File: src/rtl/sha_pkg.sv
// Shared definitions for the SHA-256 message feeder.
//   SHA_IV         : SHA-256 initial hash value, H0 in [31:0] ... H7 in [255:224]
//   CORE_START     : code driven on core_start to launch one compression
//   state_t        : feeder FSM state encoding (also visible on dbg_state)
package sha_pkg;

  localparam logic [255:0] SHA_IV = {
    32'h5be0cd19, 32'h1f83d9ab, 32'h9b05688c, 32'h510e527f,
    32'ha54ff53a, 32'h3c6ef372, 32'hbb67ae85, 32'h6a09e667
  };

  localparam logic [7:0] CORE_START = 8'd17;

  typedef enum logic [2:0] {
    S_IDLE   = 3'd0,
    S_FILL   = 3'd1,
    S_PAD    = 3'd2,
    S_LAUNCH = 3'd3,
    S_WAIT   = 3'd4,
    S_CLEAR  = 3'd5,
    S_EMIT   = 3'd6
  } state_t;

endpackage

File: src/rtl/sha_pad_word.sv
// Last-word masking for the message feeder.
//   data         : final message word, first byte in [31:24]
//   n_bytes      : valid bytes in data (0..4, left-aligned; 5..7 behave as 4)
//   padded       : data with unused bytes cleared and 0x80 placed after the
//                  last valid byte; equals data when the word is full
//   needs_marker : word was full, so the 0x80 byte must go in the next word
module sha_pad_word (
  input  logic [31:0] data,
  input  logic [2:0]  n_bytes,
  output logic [31:0] padded,
  output logic        needs_marker
);

  always_comb begin
    padded       = data;
    needs_marker = 1'b0;
    case (n_bytes)
      3'd0:    padded = 32'h8000_0000;
      3'd1:    padded = {data[31:24], 24'h80_0000};
      3'd2:    padded = {data[31:16], 16'h8000};
      3'd3:    padded = {data[31:8], 8'h80};
      default: needs_marker = 1'b1;
    endcase
  end

endmodule

File: src/rtl/sha_msg_feeder.sv
// Message-side initiator for a SHA-256 compression core.
// Collects big-endian 32-bit message words into a 16-word block buffer,
// applies SHA-256 padding, launches the core once per block with the running
// chaining value, and presents the final digest.
//   clk, reset_n          : clock, asynchronous active-low reset
//   in_data/in_valid/in_ready/in_last/in_bytes : message word stream
//   core_start/core_block/core_h_in/core_reset : core command side
//   core_done/core_h_out  : core result side
//   digest/digest_valid   : final hash (H0 in [31:0]) and its update pulse
//   busy                  : a message is in flight
//   dbg_state             : current FSM state (sha_pkg::state_t encoding)
// Handshake: a word transfers on every rising clk edge where in_valid and
// in_ready are both high; a source presenting in_valid while in_ready is low
// must hold the word unchanged until it transfers.
module sha_msg_feeder
  import sha_pkg::*;
#(
  parameter int LEN_W = 32
) (
  input  logic         clk,
  input  logic         reset_n,
  input  logic [31:0]  in_data,
  input  logic         in_valid,
  output logic         in_ready,
  input  logic         in_last,
  input  logic [2:0]   in_bytes,
  output logic [7:0]   core_start,
  output logic [511:0] core_block,
  output logic [255:0] core_h_in,
  output logic         core_reset,
  input  logic         core_done,
  input  logic [255:0] core_h_out,
  output logic [255:0] digest,
  output logic         digest_valid,
  output logic         busy,
  output logic [2:0]   dbg_state
);

  localparam logic [LEN_W-1:0] FOUR = LEN_W'(4);

  state_t             state, state_d;
  logic [31:0]        blk [16];
  logic [4:0]         widx;
  logic [LEN_W-1:0]   byte_cnt;
  logic [255:0]       chain;
  logic               need_80;     // 0x80 marker not yet written
  logic               pad_pending; // message ended, padding not finished
  logic               pad_done;    // length field written into the buffer
  logic               clear_pulse;
  logic               accept;
  logic [31:0]        last_word;
  logic               last_full;
  logic [2:0]         in_k;
  logic [LEN_W-1:0]   k_ext;
  logic [63:0]        bit_len;
  logic [3:0]         wr_idx;

  sha_pad_word u_pad (
    .data         (in_data),
    .n_bytes      (in_bytes),
    .padded       (last_word),
    .needs_marker (last_full)
  );

  assign in_k    = (in_bytes > 3'd4) ? 3'd4 : in_bytes;
  assign k_ext   = {{(LEN_W-3){1'b0}}, in_k};
  assign bit_len = {{(61-LEN_W){1'b0}}, byte_cnt, 3'b000};
  assign accept  = in_valid & in_ready;
  // The first word of a message always lands in slot 0.
  assign wr_idx  = (state == S_IDLE) ? 4'd0 : widx[3:0];

  assign core_h_in  = chain;
  assign core_reset = ~reset_n | clear_pulse;
  assign busy       = (state != S_IDLE) && (state != S_EMIT);
  assign dbg_state  = state;

  always_comb begin
    core_block = '0;
    for (int i = 0; i < 16; i++) core_block[511-32*i -: 32] = blk[i];
  end

  always_ff @(posedge clk or negedge reset_n) begin
    if (!reset_n) state <= S_IDLE;
    else          state <= state_d;
  end

  always_comb begin
    state_d     = state;
    in_ready    = 1'b0;
    core_start  = 8'd0;
    clear_pulse = 1'b0;
    case (state)
      S_IDLE: begin
        in_ready = 1'b1;
        if (in_valid) state_d = in_last ? S_PAD : S_FILL;
      end
      S_FILL: begin
        in_ready = 1'b1;
        if (in_valid) begin
          if (in_last)            state_d = S_PAD;
          else if (widx == 5'd15) state_d = S_LAUNCH;
        end
      end
      S_PAD: begin
        // Launch once the buffer is full: either the length went into
        // words 14-15 this cycle, or slot 15 is being (or was) filled.
        if (widx == 5'd16 || widx == 5'd15 || (widx == 5'd14 && !need_80))
          state_d = S_LAUNCH;
      end
      S_LAUNCH: begin
        core_start = CORE_START;
        state_d    = S_WAIT;
      end
      S_WAIT: begin
        if (core_done) state_d = S_CLEAR;
      end
      S_CLEAR: begin
        clear_pulse = 1'b1;
        if (pad_done)         state_d = S_EMIT;
        else if (pad_pending) state_d = S_PAD;
        else                  state_d = S_FILL;
      end
      S_EMIT:  state_d = S_IDLE;
      default: state_d = S_IDLE;
    endcase
  end

  always_ff @(posedge clk or negedge reset_n) begin
    if (!reset_n) begin
      for (int i = 0; i < 16; i++) blk[i] <= '0;
      widx         <= '0;
      byte_cnt     <= '0;
      chain        <= SHA_IV;
      digest       <= '0;
      digest_valid <= 1'b0;
      need_80      <= 1'b0;
      pad_pending  <= 1'b0;
      pad_done     <= 1'b0;
    end else begin
      digest_valid <= 1'b0;
      case (state)
        S_IDLE, S_FILL: begin
          if (accept) begin
            blk[wr_idx] <= in_last ? last_word : in_data;
            widx        <= {1'b0, wr_idx} + 5'd1;
            pad_pending <= in_last;
            need_80     <= in_last & last_full;
            pad_done    <= 1'b0;
            if (state == S_IDLE) begin
              chain    <= SHA_IV;
              byte_cnt <= in_last ? k_ext : FOUR;
            end else begin
              byte_cnt <= byte_cnt + (in_last ? k_ext : FOUR);
            end
          end
        end
        S_PAD: begin
          if (widx != 5'd16) begin
            if (need_80) begin
              blk[widx[3:0]] <= 32'h8000_0000;
              need_80        <= 1'b0;
              widx           <= widx + 5'd1;
            end else if (widx == 5'd14) begin
              blk[14]  <= bit_len[63:32];
              blk[15]  <= bit_len[31:0];
              pad_done <= 1'b1;
              widx     <= 5'd16;
            end else begin
              blk[widx[3:0]] <= '0;
              widx           <= widx + 5'd1;
            end
          end
        end
        S_WAIT: begin
          if (core_done) chain <= core_h_out;
        end
        S_CLEAR: begin
          widx <= '0;
          // Load the digest on the way into EMIT so it is already valid
          // while digest_valid is high.
          if (pad_done) begin
            digest       <= chain;
            digest_valid <= 1'b1;
          end
        end
        S_EMIT: begin
          chain       <= SHA_IV;
          byte_cnt    <= '0;
          pad_pending <= 1'b0;
          pad_done    <= 1'b0;
          need_80     <= 1'b0;
        end
        default: ;
      endcase
    end
  end

endmodule
File: config.mk
export PLATFORM = sky130hd
export DESIGN_NAME = sha_msg_feeder
export DESIGN_NICKNAME = d
export VERILOG_FILES = /design/src/rtl/sha_pkg.sv /design/src/rtl/sha_pad_word.sv /design/src/rtl/sha_msg_feeder.sv
export SDC_FILE = /design/constraint.sdc
export NUM_CORES = 2
export LEC_CHECK = 0
export CORE_AREA = 3 3 513 515
export DETAILED_ROUTE_END_ITERATION = 8
export DIE_AREA = 0 0 516 518
export PLACE_DENSITY = 0.46
export SLEW_MARGIN = 20
export SYNTH_ARGS = -nofsm -noshare
export SYNTH_HDL_FRONTEND = slang
export SYNTH_SLANG_ARGS = --single-unit
File: constraint.sdc
create_clock -name clk -period 3.2 [get_ports clk]
set_input_delay 0.32 -clock clk [delete_from_list [all_inputs] [get_ports clk]]
set_output_delay 0.32 -clock clk [all_outputs]
set_load 0.02 [all_outputs]
Yosys cells after proc, flatten, opt, wreduce, memory -nomap -nowiden --
Index checks and enable logic that the tools add are counted.
Cells by class: add/sub/neg operators 3, $lt $le $gt $ge 5, eq/ne operators 25, multiplexer cells 54, bitwise gates (word level) 11, reductions and logical operators 26
Operators by type and width (number):
- 2-to-1 mux 512 bit | 3
- one-hot mux 512 bit (2 select lines) | 1
- 2-to-1 mux 256 bit | 3
- one-hot mux 256 bit (3 select lines) | 1
- bitwise AND 512 bit | 1
- bitwise mux 512 bit | 1
- inverter 512 bit | 1
- bitwise AND 496 bit | 1
- inverter 496 bit | 1
- 2-to-1 mux 448 bit | 1
- demux 32 bit (select 4 bit) | 2
- 2-to-1 mux 32 bit | 5
- one-hot mux 32 bit (4 select lines) | 1
- 2-to-1 mux 64 bit | 1
- one-hot mux 32 bit (2 select lines) | 1
- adder 32 x 3 -> 32 bit | 1
- 2-to-1 mux 3 bit | 9
- 2-to-1 mux 5 bit | 5
- one-hot mux 3 bit (6 select lines) | 1
- bitwise OR 16 bit | 1
- one-hot mux 5 bit (3 select lines) | 1
- inequality test 2 bit (second input constant) | 7
- equality test 3 x 2 -> 1 bit (second input constant) | 4
- 2-to-1 mux 1 bit | 12
- other kinds (32) | 59
Word-level totals: bits in registers 1068, input bits 296, output and inout bits 1039, word-level logic and storage cells 149

Depth between registers and ports, before layout --
depth after elaboration 11, gate-level depth with buffers 13, gate-level depth less buffers 9

Modules after synthesis --
A second synthesis with hierarchy kept.
Second synthesis, totals: cells, all modules 3754, area, all modules 41354.7 µm²
Modules (own cells, without submodules):
- sha_msg_feeder | instances 1, cells an instance 3714, area an instance 41070.6 µm², seq. area each 26895.8 µm²
- sha_pad_word | instances 1, cells an instance 40, area an instance 284.0 µm², seq. area each 0.0 µm²

Worst setup path before layout --
OpenSTA, ideal clock, no wires.
kind input-to-reg, start point input port in_last, end point register byte_cnt[31], setup time 77 ps, data arrival time 2607 ps, data required time 3123 ps, setup slack 515 ps, stages on the path 9, buffers on the path 1, cell sequence nor2b_1 inv_1 ha_1 nor2_1 or3b_4 or4_1 buf_2 or4b_1 a21oi_1
On the way: word-level cells in the longest chain between the ends 5
Ends and longest elaborated chain:
- from (decl) | line sha_msg_feeder.sv:25 | input logic in_last,
- 2-to-1 mux 3 bit | line sha_msg_feeder.sv:153 | byte_cnt <= byte_cnt + (in_last ? k_ext : FOUR);
- adder 32 x 3 -> 32 bit | line sha_msg_feeder.sv:153
- 2-to-1 mux 32 bit | line sha_msg_feeder.sv:149 | if (state == S_IDLE) begin
- 2-to-1 mux 32 bit | line sha_msg_feeder.sv:143 | if (accept) begin
- one-hot mux 32 bit (2 select lines) | line sha_msg_feeder.sv:141 | case (state)
- to (signal assigned) | line sha_msg_feeder.sv:151 | byte_cnt <= in_last ? k_ext : FOUR;
- to (signal assigned) | line sha_msg_feeder.sv:153
- to (decl) | line sha_msg_feeder.sv:44 | logic [LEN_W-1:0] byte_cnt;
No other way between the ends. The select of a mux whose other input is x is not followed. A chain may end at the register's enable or synchronous reset.

Worst setup path after layout --
start point register state[0], in the netlist dbg_state[0], end point output port core_start[0]
On the way: word-level cells in the longest chain between the ends 2
Ends and longest elaborated chain:
- from (decl) | line sha_msg_feeder.sv:41 | state_t state, state_d;
- from (signal assigned) | line sha_msg_feeder.sv:84 | else state <= state_d;
- equality test 3 x 2 -> 1 bit | line sha_msg_feeder.sv:92 | case (state)
- 2-to-1 mux 5 bit | line sha_msg_feeder.sv:92
- to (decl) | line sha_msg_feeder.sv:27 | output logic [7:0] core_start,
No other way between the ends.

==> summary.txt <==
Clock network
  – CTS tree: done
  – TritonCTS buffer count: around 130
  – Clock tree buffer depth: 3
  – Clock Pin Slew Worst Setup and Hold Paths: 0.06 ns
  – Clock sink total: around 1100
  – Worst-skew pair later-pin latency: ~0.78 ns
  – H-tree levels: 4
  – Clk root buf: clkbuf_16

Yosys
  – Top-area cell type share of the netlist area: 0.556
  – Seq cells post-synth: about 1100
  – Main combinational cell family by area after synthesis: simple AND/OR/NAND/NOR gates
  – Top cells by area, synth: dfrtp_1, nand2_1, dfstp_2
  – Mux cell area share after synthesis: 0.00131
  – Main flop type after synthesis: dfrtp_1
  – Asr flop ratio synth: 1.00
  – Syn Inst Count: ~4200
  – Sequential share of the synthesized area: 0.642
  – Post-Syn Area: 41900 sq um
  – Synth Area in Compound Gates: 0.134
  – Post-synthesis simple-gate area fraction: 0.187
  – Yosys cell types: 70
  – Adder-cell area share of the yosys netlist: 0.00406
  – Syn Area/Cell: 10.0 sq um
  – Post-synth top cells: nand2_1, dfrtp_1, o21ai_0, clkbuf_1, nand3_1
  – Post-synth EDFFs: 0
  – Yosys warnings: 0
  – Cell with the most instances after synthesis: nand2_1
  – Area leader, netlist: dfrtp_1
  – XOR/XNOR Fraction of Synth Area: 0.00167

Floorplan
  – I/O pin total: ~1300
  – CORE AREA: approximately 260000 sq um
  – Width of the die: approximately 520 um
  – Starting Density: 0.162
  – Die ar.: ~270000 sq um
  – Row cnt: 187
  – Die H: 518 um

Worst hold path
  – WHS Endpoint: core_h_in[212]
  – Worst Hold Launch: core_h_out[212]
  – Hold depth: 3
  – Hold crit path type: in2reg

Detailed routing
  – DRT iter0 DRCs: 3216
  – Detailed-route wire length per cell: between 20 and 30 um
  – Drt first pass iters: 6
  – Via count: between 30000 and 40000
  – Avg Vias per Cell: approximately 4.2
  – DRC: 0
  – WL final: roughly 240000 um
  – Antenna-violating nets left: 0

Power and ir drop
  – Leak pwr: between 20 and 30 nW
  – PD cells: ~1000 nW/um^2
  – Total power: approximately 0.064 W
  – Maximum vdd drop: approximately 520 uV

Global routing
  – Initial antenna violation count: 12
  – Vias in the first global route: roughly 38000
  – GRT Util Overall: 0.176
  – GRT overflow: 0
  – Largest net degree at the start of global routing: between 150 and 200
  – Global-route wire length before repair: about 330000 um

Timing
  – RSZ-0062 raised after global routing: false
  – Worst Hold Margin: 0.104 ns
  – Worst Setup Slack, final: about 0.24 ns
  – Final hold vios: 0
  – Period utilisation layout: 0.924
  – Max transition margin: 0.276
  – Fin crit period: between 2 and 3 ns
  – Fmax: 0.338 GHz
  – Final setup fails: 0
  – Worst-margin pin slew: around 1.1 ns
  – Final Skew: roughly 0.058 ns
  – Pins over their slew limit: 0

Placement
  – Setup Slack @ Placement: -0.139 ns
  – Cell total after placement: a little under 9000
  – IO buf count: about 1300
  – Gp weighted congestion: about 0.87
  – DP Wirelength: 189000 um

Cells and area
  – Fillers: ~28000
  – Nets: between 5000 and 6000
  – Finished Layout Cells: roughly 9100
  – Share of the core filled with cells: 0.252
  – Fraction of layout cells with a size suffix above 1: 0.106
  – Multi-input logic area: roughly 14000 sq um
  – Reg area: 26900 sq um
  – Area grow syn2layout: 56.0%

Worst setup path
  – Worst EP required: approximately 2.9 ns
  – Setup CP Type: reg2out
  – R2R Setup Slk: about 0.3 ns
  – Max FO, Critical Path: 27
  – Crit path launch type: flop
  – Worst r2r dst: core_block[338]
  – Endpoint type of the worst setup path: output port
  – CP arrival: approximately 2.6 ns
  – RR Startpoint: dbg_state[0]
  – R2R depth: 10

Job
  – Max cap viols: 0

Run status
  – Outcome: completed
placed cells by master (no fill, tap or decap), drive strengths merged, types with 28 or more instances in the layout:
cell / count
clkinv: 28
a21oi: 28
dfstp: 136
a32o: 87
o2bb2ai: 96
buf: 212
dfrtp: 932
nand3: 172
nand2: 1594
nor2: 61
clkbuf: 197
o21ai: 394
clkdlybuf4s50: 1324
a22o: 136
sequential cells by signal (all words and copies together) (netlist names), named ones only:
| name | cells |
|---|---|
| pad_pending | 1 |
| digest | 256 |
| widx | 5 |
| core_h_in | 256 |
| digest_valid | 1 |
| pad_done | 1 |
| need_80 | 1 |
| byte_cnt | 32 |
| dbg_state | 3 |
| core_block | 498 |
through the flow:
stage | instance area [sq um] | setup TNS (ns)
finish | 65400 | 0
global route | 65400 | 0
CTS | 65400 | 0
detailed placement | 60600 | -0.396
global placement | 60600 | -0.478
floorplan | 41900 | 0
logic make-up after synthesis:
logic type,count (synthesis)
buffers and inverters,324
flip-flops,1068
other,1
AND/OR/NAND/NOR,1939
AO/OA/AOI/OAI,815
XOR/XNOR,8
adder cells (fa/ha/maj),13
multiplexers,5
worst max-delay path: stages (launching register included):
cell             delay, ns
dfrtp_1               0.37
buf_4                 0.35
nand2_1               0.13
nor2_1                0.33
clkdlybuf4s50_1       0.69
worst max-delay path by stage:
| stage | start | end | slack [ns] |
|---|---|---|---|
| final | dbg_state[0] | core_start[0] | 0.24 |
| after global routing | dbg_state[0] | core_block[275] | 0.05 |
| after CTS | dbg_state[0] | core_start[0] | 0.12 |
| after detailed placement | in_last | byte_cnt[31] | -0.14 |
| after global placement | in_last | byte_cnt[15] | -0.13 |
| after floorplan | in_last | byte_cnt[31] | 0.52 |
per-layer routing:
metal	GRT usage	part of all wire
met4	0.0492	0.028
met2	0.311	0.50
met1	0.211	0.39
met3	0.0432	0.074
met5	0	0.00011
report_power, final:
group	total, W	internal (W)	switching (W)	leakage (nW)
Combinational	0.0268	0.0105	0.0163	12.9
Sequential	0.0217	0.0181	0.00361	14.1
Clock	0.0156	0.00903	0.00659	2.20
Total	0.0641	0.0376	0.0265	29.2
area by class of cell:
class / instances / share of cell area
Sequential cell: 1068 / 0.411
Inverter: 15 / 0.000976
Antenna cell: 12 / 0.000459
Clock buffer: 197 / 0.0587
Tap cell: 3402 / 0.0651
Clock inverter: 45 / 0.0104
Timing Repair Buffer: 1561 / 0.239
Multi-Input combinational cell: 2786 / 0.214
what timing repair did:
| item | 4_1_cts | 5_1_grt |
|---|---|---|
| endpoints found under the hold margin | 266 | 0 |
| setup buffers | 0 | 0 |
| hold buffers | 25 | 0 |
| resized for setup | 0 | 0 |
Note: power is estimated with default switching activity, not from simulation.
